==> src/rtl/ntt_unload_pkg.sv <==
// Shared constants and FSM encoding for the NTT result unloader.
//   N_LOG / N   : log2 of the coefficient count, and the count itself
//   DATA_W      : coefficient width
//   ADDR_W      : per-bank address width (each bank holds N/2 words)
//   state_t     : unloader FSM states
package ntt_unload_pkg;

  localparam int N_LOG  = 8;
  localparam int N      = 1 << N_LOG;
  localparam int DATA_W = 16;
  localparam int ADDR_W = N_LOG - 1;

  typedef enum logic [1:0] {
    IDLE  = 2'd0,
    RUN   = 2'd1,
    DRAIN = 2'd2,
    DONE  = 2'd3
  } state_t;

endpackage

==> src/rtl/ntt_unload_fifo2.sv <==
// Two-entry synchronous FIFO carrying {last, data}. The head entry is a
// dedicated register so the consumer sees data/last straight from flops.
//   clk, rst_n            : clock, synchronous active-low reset
//   push, push_data/last  : write side (caller guarantees no overflow)
//   pop                   : consume head (caller guarantees non-empty)
//   head_data/last/valid  : current head entry
//   count                 : occupancy 0..2
module ntt_unload_fifo2 #(
  parameter int DATA_W = 16
) (
  input  logic              clk,
  input  logic              rst_n,
  input  logic              push,
  input  logic [DATA_W-1:0] push_data,
  input  logic              push_last,
  input  logic              pop,
  output logic [DATA_W-1:0] head_data,
  output logic              head_last,
  output logic              head_valid,
  output logic [1:0]        count
);

  logic [DATA_W-1:0] tail_data;
  logic              tail_last;

  assign head_valid = (count != 2'd0);

  always_ff @(posedge clk) begin
    if (!rst_n) begin
      count     <= 2'd0;
      head_data <= '0;
      head_last <= 1'b0;
      tail_data <= '0;
      tail_last <= 1'b0;
    end else begin
      // A full FIFO being popped promotes the tail into the head.
      if (pop && count == 2'd2) begin
        head_data <= tail_data;
        head_last <= tail_last;
      end
      // New data lands in the head only when the head is (or becomes) free.
      if (push) begin
        if (count == 2'd0 || (count == 2'd1 && pop)) begin
          head_data <= push_data;
          head_last <= push_last;
        end else begin
          tail_data <= push_data;
          tail_last <= push_last;
        end
      end
      case ({push, pop})
        2'b10:   count <= count + 2'd1;
        2'b01:   count <= count - 2'd1;
        default: count <= count;
      endcase
    end
  end

endmodule

==> src/rtl/ntt_unload.sv <==
// Reads the N final NTT coefficients out of the selected ping-pong bank pair
// and streams them in natural order on a valid/ready port.
//   clk, rst_n             : clock, synchronous active-low reset
//   start, src_sel         : begin an unload; pair select (0: ram0/1, 1: ram2/3)
//   ram_en, ram_addr       : bank read enables and shared read address
//   ram0_dout..ram3_dout   : bank read data, one cycle after enable
//   dout, dout_valid,
//   dout_ready, dout_last  : coefficient stream, last tags coefficient N-1
//   busy, done             : run status, one-cycle completion pulse
module ntt_unload #(
  parameter int N_LOG  = ntt_unload_pkg::N_LOG,
  parameter int DATA_W = ntt_unload_pkg::DATA_W,
  parameter int ADDR_W = N_LOG - 1
) (
  input  logic              clk,
  input  logic              rst_n,
  input  logic              start,
  input  logic              src_sel,
  output logic [3:0]        ram_en,
  output logic [ADDR_W-1:0] ram_addr,
  input  logic [DATA_W-1:0] ram0_dout,
  input  logic [DATA_W-1:0] ram1_dout,
  input  logic [DATA_W-1:0] ram2_dout,
  input  logic [DATA_W-1:0] ram3_dout,
  output logic [DATA_W-1:0] dout,
  output logic              dout_valid,
  input  logic              dout_ready,
  output logic              dout_last,
  output logic              busy,
  output logic              done
);

  import ntt_unload_pkg::*;

  state_t            state, state_nxt;
  logic [N_LOG-1:0]  rd_idx;
  logic              src_q;
  logic [ADDR_W-1:0] addr_q;
  logic              issue, pop, last_idx;
  logic [2:0]        credit;
  logic [1:0]        fifo_cnt;
  logic              vld_p1, bank_p1, last_p1;
  logic [DATA_W-1:0] data_p1;

  assign pop      = dout_valid & dout_ready;
  assign last_idx = &rd_idx;
  // Slots that will be claimed once this cycle settles; a new read may only
  // issue if one of the two buffer entries is still unclaimed.
  assign credit   = {1'b0, fifo_cnt} + {2'b0, vld_p1} - {2'b0, pop};

  always_ff @(posedge clk) begin
    if (!rst_n) state <= IDLE;
    else        state <= state_nxt;
  end

  always_comb begin
    state_nxt = state;
    case (state)
      IDLE:    if (start)                state_nxt = RUN;
      RUN:     if (issue && last_idx)    state_nxt = DRAIN;
      DRAIN:   if (pop && dout_last)     state_nxt = DONE;
      DONE:                              state_nxt = IDLE;
      default:                           state_nxt = IDLE;
    endcase
  end

  always_comb begin
    busy     = (state == RUN) || (state == DRAIN);
    done     = (state == DONE);
    issue    = (state == RUN) && (credit < 3'd2);
    ram_en   = 4'b0000;
    ram_addr = addr_q;
    if (issue) begin
      ram_en   = 4'b0001 << {src_q, rd_idx[0]};
      ram_addr = rd_idx[N_LOG-1:1];
    end
  end

  // p0: read issue -- index counter, held address and in-flight tag
  always_ff @(posedge clk) begin
    if (!rst_n) begin
      rd_idx  <= '0;
      src_q   <= 1'b0;
      addr_q  <= '0;
      vld_p1  <= 1'b0;
      bank_p1 <= 1'b0;
      last_p1 <= 1'b0;
    end else begin
      if (state == IDLE && start) begin
        rd_idx <= '0;
        src_q  <= src_sel;
      end else if (issue) begin
        addr_q <= rd_idx[N_LOG-1:1];
        if (!last_idx) rd_idx <= rd_idx + 1'b1;
      end
      vld_p1 <= issue;
      if (issue) begin
        bank_p1 <= rd_idx[0];
        last_p1 <= last_idx;
      end
    end
  end

  // p1: bank data returns; pick the bank the in-flight read targeted
  always_comb begin
    case ({src_q, bank_p1})
      2'b00:   data_p1 = ram0_dout;
      2'b01:   data_p1 = ram1_dout;
      2'b10:   data_p1 = ram2_dout;
      default: data_p1 = ram3_dout;
    endcase
  end

  // p2: output buffer drives the stream
  ntt_unload_fifo2 #(.DATA_W(DATA_W)) u_fifo (
    .clk        (clk),
    .rst_n      (rst_n),
    .push       (vld_p1),
    .push_data  (data_p1),
    .push_last  (last_p1),
    .pop        (pop),
    .head_data  (dout),
    .head_last  (dout_last),
    .head_valid (dout_valid),
    .count      (fifo_cnt)
  );

endmodule
==> config.mk <==
export PLATFORM = sky130hd
export DESIGN_NAME = ntt_unload
export DESIGN_NICKNAME = d
export VERILOG_FILES = /design/src/rtl/ntt_unload_pkg.sv /design/src/rtl/ntt_unload_fifo2.sv /design/src/rtl/ntt_unload.sv
export SDC_FILE = /design/constraint.sdc
export NUM_CORES = 1
export LEC_CHECK = 0
export ABC_AREA = 1
export ABC_CLOCK_PERIOD_IN_PS = 5000
export BUFFER_PORTS_ARGS = -buffer_cell sky130_fd_sc_hd__buf_2
export CORE_ASPECT_RATIO = 0.7
export CORE_MARGIN = 2
export CORE_UTILIZATION = 55
export CTS_CLUSTER_SIZE = 20
export DETAILED_ROUTE_END_ITERATION = 6
export HOLD_SLACK_MARGIN = 0.15
export PLACE_DENSITY_LB_ADDON = 0.3
export RECOVER_POWER = 50
export SLEW_MARGIN = 30
export SYNTH_ARGS = -nofsm -noshare
export SYNTH_HDL_FRONTEND = slang
export SYNTH_SLANG_ARGS = --single-unit
==> constraint.sdc <==
create_clock -name clk -period 5 [get_ports clk]
set_input_delay 0 -clock clk [delete_from_list [all_inputs] [get_ports clk]]
set_output_delay 0 -clock clk [all_outputs]
set_load 0.01 [all_outputs]
**Word-level counts from Yosys, hierarchy flattened**

Index checks and enable logic that the tools add are counted.

- Output and inout bits: 31
- Bits of input ports: 69
- Word-level logic and storage cells: 67
- Register bits: 57

- $add $sub $neg: 5
- Equality and inequality tests: 12
- Magnitude comparators: 1
- Mux-type cells: 14
- Bitwise logic cells: 4
- Shift-type cells: 1
- Reductions and logical operators: 18

Operators with widths:

| cell | number |
|---|---|
| $mux 16 | 3 |
| $pmux 16 s3 | 1 |
| $eq 2x2->1 const B | 5 |
| $add 8x1->8 const B | 1 |
| $eq 2x1->1 const B | 4 |
| $pmux 2 s4 | 1 |
| $reduce_and 8->1 | 1 |
| $mux 7 | 1 |
| $logic_and 1x1->1 | 6 |
| $logic_not 2->1 | 3 |
| $mux 2 | 3 |
| $ne 2x2->1 const B | 3 |
| $mux 4 | 1 |
| $pmux 2 s2 | 1 |
| $reduce_and 2->1 | 2 |
| $reduce_bool 2->1 | 2 |
| $shl 1x2->4 const A | 1 |
| $add 2x1->3 | 1 |
| $lt 3x2->1 const B | 1 |
| $mux 1 | 3 |
| $not 1->1 | 3 |
| $reduce_and 3->1 | 1 |
| $sub 3x1->3 | 1 |
| $add 2x1->2 const B | 1 |
| 4 further kinds | 5 |

**Logic depth before layout (Yosys ltp)**

- Word-level depth: 8
- Depth in mapped cells: 17

**By module**

From an unflattened synthesis, not the netlist that was laid out.

- Cell total of the unflattened synthesis: 521
- Area total of the unflattened synthesis: 3380.7 um^2

By module, submodules not included:

| module | area an instance (um^2) | cells each | instances | seq. area each (um^2) |
|---|---|---|---|---|
| ntt_unload_fifo2 | 1706.6 | 250 | 1 | 720.7 |
| ntt_unload | 1674.1 | 271 | 1 | 420.4 |

**Worst setup path after synthesis**

No wires, ideal clock.

- Path kind: reg2reg
- Start point: reg u_fifo.count[1]
- End point: reg addr_q[2]
- Data required time: 4884 ps
- Arrival time: 2423 ps
- Stages on the path, launching flop included: 17
- Buffers on the path: 1
- Slack: 2462 ps
- Cells stage by stage: dfxtp_1 -> inv_1 -> ha_1 -> inv_2 -> nand2_2 -> xor2_1 -> and2_1 -> inv_1 -> fa_1 -> nand2_1 -> inv_1 -> nand3_1 -> clkbuf_1 -> nand2_1 -> o21ai_0 -> o21ai_0 -> inv_1

- Cells in the longest elaborated chain, start to end: 6

RTL lines:

| element | RTL line | text |
|---|---|---|
| start, declared | ntt_unload_fifo2.sv:20 | `output logic [1:0] count` |
| start signal, assigned | ntt_unload_fifo2.sv:52 | `2'b10: count <= count + 2'd1;` |
| start signal, assigned | ntt_unload_fifo2.sv:53 | `2'b01: count <= count - 2'd1;` |
| start signal, assigned | ntt_unload_fifo2.sv:54 | `default: count <= count;` |
| $reduce_bool 2->1 | ntt_unload_fifo2.sv:26 | `assign head_valid = (count != 2'd0);` |
| named net dout_valid | ntt_unload.sv:26 | `output logic dout_valid,` |
| $and 1x1->1 | ntt_unload.sv:45 | `assign pop = dout_valid & dout_ready;` |
| $sub 3x1->3 | ntt_unload.sv:49 | `assign credit = {1'b0, fifo_cnt} + {2'b0, vld_p1} - {2'b0, pop};` |
| $lt 3x2->1 | ntt_unload.sv:70 | `issue = (state == RUN) && (credit < 3'd2);` |
| $logic_and 1x1->1 | ntt_unload.sv:70 |  |
| $mux 7 | n/a |  |
| named net ram_addr[2] | ntt_unload.sv:20 | `output logic [ADDR_W-1:0] ram_addr,` |
| end signal, assigned | ntt_unload.sv:93 | `addr_q <= rd_idx[N_LOG-1:1];` |
| end, declared | ntt_unload.sv:38 | `logic [ADDR_W-1:0] addr_q;` |

The timed path passes the listed nets, and every way through them passes these cells.
A chain may end at the register's enable or synchronous reset.

**Final worst setup path**

- Start point: reg u_fifo.count[1]
- End point: reg u_fifo.head_data[11]

- Cells in the longest elaborated chain, start to end: 6

RTL lines:

| element | RTL line | text |
|---|---|---|
| $reduce_bool 2->1 | ntt_unload_fifo2.sv:26 |  |
| $and 1x1->1 | ntt_unload.sv:45 |  |
| $logic_and 1x1->1 (on tied branches) | ntt_unload_fifo2.sv:37, ntt_unload_fifo2.sv:43 |  |
| $mux 16 / $logic_or 1x1->1 (equally long branches) | ntt_unload_fifo2.sv:37, ntt_unload_fifo2.sv:43 |  |
| $mux 16 | ntt_unload_fifo2.sv:43 | `if (count == 2'd0 \|\| (count == 2'd1 && pop)) begin` |
| $mux 16 (*) | ntt_unload_fifo2.sv:42 | `if (push) begin` |
| end signal, assigned | ntt_unload_fifo2.sv:38 | `head_data <= tail_data;` |
| end signal, assigned | ntt_unload_fifo2.sv:44 | `head_data <= push_data;` |
| end, declared | ntt_unload_fifo2.sv:17 | `output logic [DATA_W-1:0] head_data,` |

Mark *: on every way between the ends. The rest lies on a longest branch, timed or not.

==> impl_metrics.json <==
{
  "nFillCells": 387,
  "first_pass_iters": 7,
  "diodes": 0,
  "switching_share": 0.400,
  "crit_fanout": 18,
  "p_leak_nw": 2.03,
  "dieArea_mm2": 0.00617,
  "ys_seq_area_frac": 0.374,
  "clock_power_share": 0.232,
  "arrival_ns": 3.89,
  "powerDensity_mw_per_mm2": 513,
  "start_util": 0.577,
  "crit_buf_inv": 4,
  "rr_endpoint": "u_fifo.head_data[11]",
  "seqPwrFrac": 0.296,
  "internal-power_mw": 1.31,
  "synth_top_cell_area_share": 0.374,
  "failed_checks": "capacitance limit, slew limit",
  "p_sw_uw": 871,
  "cts.reportedPaths.clkPinSlew_ns": 0.06,
  "slew_violations": 35,
  "die_w_um": 93.0,
  "cts_sinks": 57,
  "rsz0062_at_grt": "false",
  "syn_nets": 548,
  "area_growth_pct": 39.1,
  "fin_skew_ns": 0.00776,
  "dr.first_iter.drc_count": 254,
  "max_stage_delay_ns": 0.96,
  "grt_pass1_wl_um": 15600,
  "insertion_delay_ns": 0.33,
  "io-pin-count": 100,
  "yosysTopAreaCell": "dfxtp_1",
  "slowest_stage": "nor2_1",
  "synth_edf_count": 0,
  "outcome": "finished, violations left",
  "peakVddDrop_mv": 0.352,
  "setup_viol": 0,
  "worst-r2r-setup-slack_ns": 1.33,
  "yosysWarnings": 0,
  "period_share": 0.734,
  "cts-resized-gates": 0,
  "cts_buffers": 9,
  "grt_pass1_vias": 3595,
  "io_buffers": 99,
  "placementRows": 22,
  "r2r_start": "u_fifo.count[1]",
  "drc": 0,
  "synthCells": 469,
  "cts_buffer_depth": 2,
  "drv_cap": 1,
  "critPathKind": "reg -> reg",
  "path_cells": "inv_1 > ha_1 > inv_1 > nand2_1 > nor2_1 > inv_1 > nand2_1 > nand3_1 > nand2_1 > a21oi_1 > dlygate4sd3_1",
  "startpoint": "u_fifo.count[1]",
  "final_nets": 690,
  "post-dp-hpwl_um": 5730,
  "core_mm2": 0.00529,
  "dieHeight_um": 66.3,
  "routed_wl_um": 9340,
  "fmax_ghz": 0.272,
  "timing.slew.headroom": -0.215,
  "vias_per_cell": 5.39,
  "multiInputGateArea_mm2": 0.00164,
  "netlist_area_mm2": 0.00305,
  "grt_max_degree": 35,
  "htreeDepth": 3,
  "post-route-min-period_ns": 3.67,
  "layout-drive-gt1-share": 0.162,
  "crit_path_start_kind": "register",
  "avgSynthCellArea_um2": 6.51,
  "path_delay_family": "simple AND/OR/NAND/NOR gates",
  "synth_area_leaders": "dfxtp_1 (37%), nand2_1 (17%), a21oi_1 (9.2%), o21ai_0 (6.2%), nand3_1 (5.6%)",
  "hold_path_class": "in -> reg",
  "fin_tns_setup_ns": 0,
  "postCtsSetupRepairBufs": 0,
  "antenna_found_initial": 0,
  "end_kind": "register",
  "hold_viol": 0,
  "cts_tree": "built",
  "drt-wirelength-per-cell_um": 13.6,
  "ant_nets": 0,
  "ys_types": 25,
  "num_vias": 3708,
  "r2r.worst_path.cells": 11,
  "synth_flop_cell": "dfxtp_1",
  "synth-seq-cells": 57,
  "cts_hold_buf": 48,
  "seq_area_mm2": 0.00114,
  "critPathRequiredTime_ns": 5.22,
  "worst_pin_slew_ns": 1.82,
  "grt_remaining_overflow": 0,
  "path_depth": 11,
  "comb_power_share": 0.472,
  "endpoint": "u_fifo.head_data[11]",
  "track_usage": 0.316,
  "place.gp.congestion": 0.848,
  "clock-root-buffer": "clkbuf_8",
  "async_reset_ff_frac": 0,
  "whs_ns": 0.194
}
==> how the worst min path moves through the flow <==
stage                  startpoint  slack [ns]  cells after the start                   end
finish                      start        0.19                      5              state[1]
global route                start        0.22                      5              state[1]
CTS                    dout_ready        0.17                      5       u_fifo.count[1]
detailed placement  ram3_dout[14]        0.29                      3  u_fifo.head_data[14]
global placement     ram3_dout[3]        0.28                      3   u_fifo.head_data[3]
floorplan                   rst_n        0.14                      2      u_fifo.head_last
==> metrics by stage <==
stage | utilization | area [um2] | cells | power (mW) | setup WS [ns]
final | 0.803 | 4250 | 688 | 2.18 | 1.33
after global routing | 0.803 | 4250 | 688 | 2.34 | 1.09
after CTS | 0.810 | 4280 | 688 | 2.16 | 1.69
after detailed placement | 0.674 | 3560 | 624 | 1.50 | 1.84
after global placement | 0.673 | 3560 | 624 | 1.46 | 1.96
after floorplan | - | 3050 | 469 | 1.26 | 2.46
==> flip-flops by register name, indices dropped and copies added (netlist names), 2 cells and up <==
signal	count
u_fifo.tail_data	16
u_fifo.head_data	16
state	2
u_fifo.count	2
rd_idx	8
addr_q	7
==> worst reg2reg max path: cells and delay by family (launching register included) <==
kind,cells,cell delay [ns]
AND/OR/NAND/NOR,5,1.48
buffers and inverters,4,1.41
flip-flops,1,0.43
adder cells (fa/ha/maj),1,0.19
AO/OA/AOI/OAI,1,0.06
==> Yosys cell counts, types with 2 or more instances <==
library cell / n
nand2_1: 137
dfxtp_1: 57
a21oi_1: 56
inv_1: 42
nor2_1: 40
o21ai_0: 38
nand3_1: 34
nor3_1: 17
clkbuf_1: 9
ha_1: 9
buf_2: 4
clkinv_1: 4
xor2_1: 4
inv_2: 3
nor2_4: 3
buf_4: 2
nor2_2: 2
==> power groups by stage <==
stage	clock, mW	combinational [mW]	sequential (mW)
after floorplan	0	0.612	0.650
after global placement	0	0.820	0.640
after detailed placement	0	0.850	0.647
after CTS	0.507	1.01	0.638
after global routing	0.529	1.16	0.656
final	0.506	1.03	0.646
==> layer usage <==
metal	part of all wire	wire (um)	GRT usage	vias to the layer above
met5	0	0	0	-
met3	0.073	682	0.0639	14
met2	0.49	4600	0.591	174
met4	0.012	110	0.0938	0
li1	-	-	-	1799
met1	0.42	3950	0.368	1721
==> cells in the final DEF (no fill, tap or decap) <==
master / n
o21ai_0: 38
clkinv_2: 1
inv_2: 1
clkbuf_1: 21
xor2_1: 4
mux2_2: 1
nor2_4: 3
nor2_2: 1
nor2_1: 41
nand2_1: 138
a21oi_1: 56
dlygate4sd3_1: 48
clkinv_1: 4
a31oi_1: 1
clkinv_4: 1
nand3_1: 34
fa_1: 1
nand4_1: 1
inv_1: 44
nor3_1: 17
and2_0: 1
ha_1: 9
bufinv_16: 2
clkbuf_8: 12
buf_2: 78
and3_1: 1
dfxtp_1: 57
==> cell type report <==
class / count / share of cell area
multi-input combinational: 347 / 0.387
inverter: 49 / 0.0433
clock inverter: 4 / 0.0174
timing repair buffer: 147 / 0.224
clock buffer: 12 / 0.0389
sequential: 57 / 0.269
tap: 72 / 0.0212
==> cells by family (layout without fill, tap and decap cells) <==
logic type / count (synthesis) / count (layout) / share of synthesized area
buffers and inverters: 65 / 212 / 0.0865
XOR/XNOR: 4 / 4 / 0.0115
multiplexers: 1 / 1 / 0.00369
flip-flops: 57 / 57 / 0.374
AND/OR/NAND/NOR: 237 / 237 / 0.325
adder cells (fa/ha/maj): 10 / 10 / 0.0435
AO/OA/AOI/OAI: 95 / 95 / 0.156
Power figures use the tool's default switching activity.
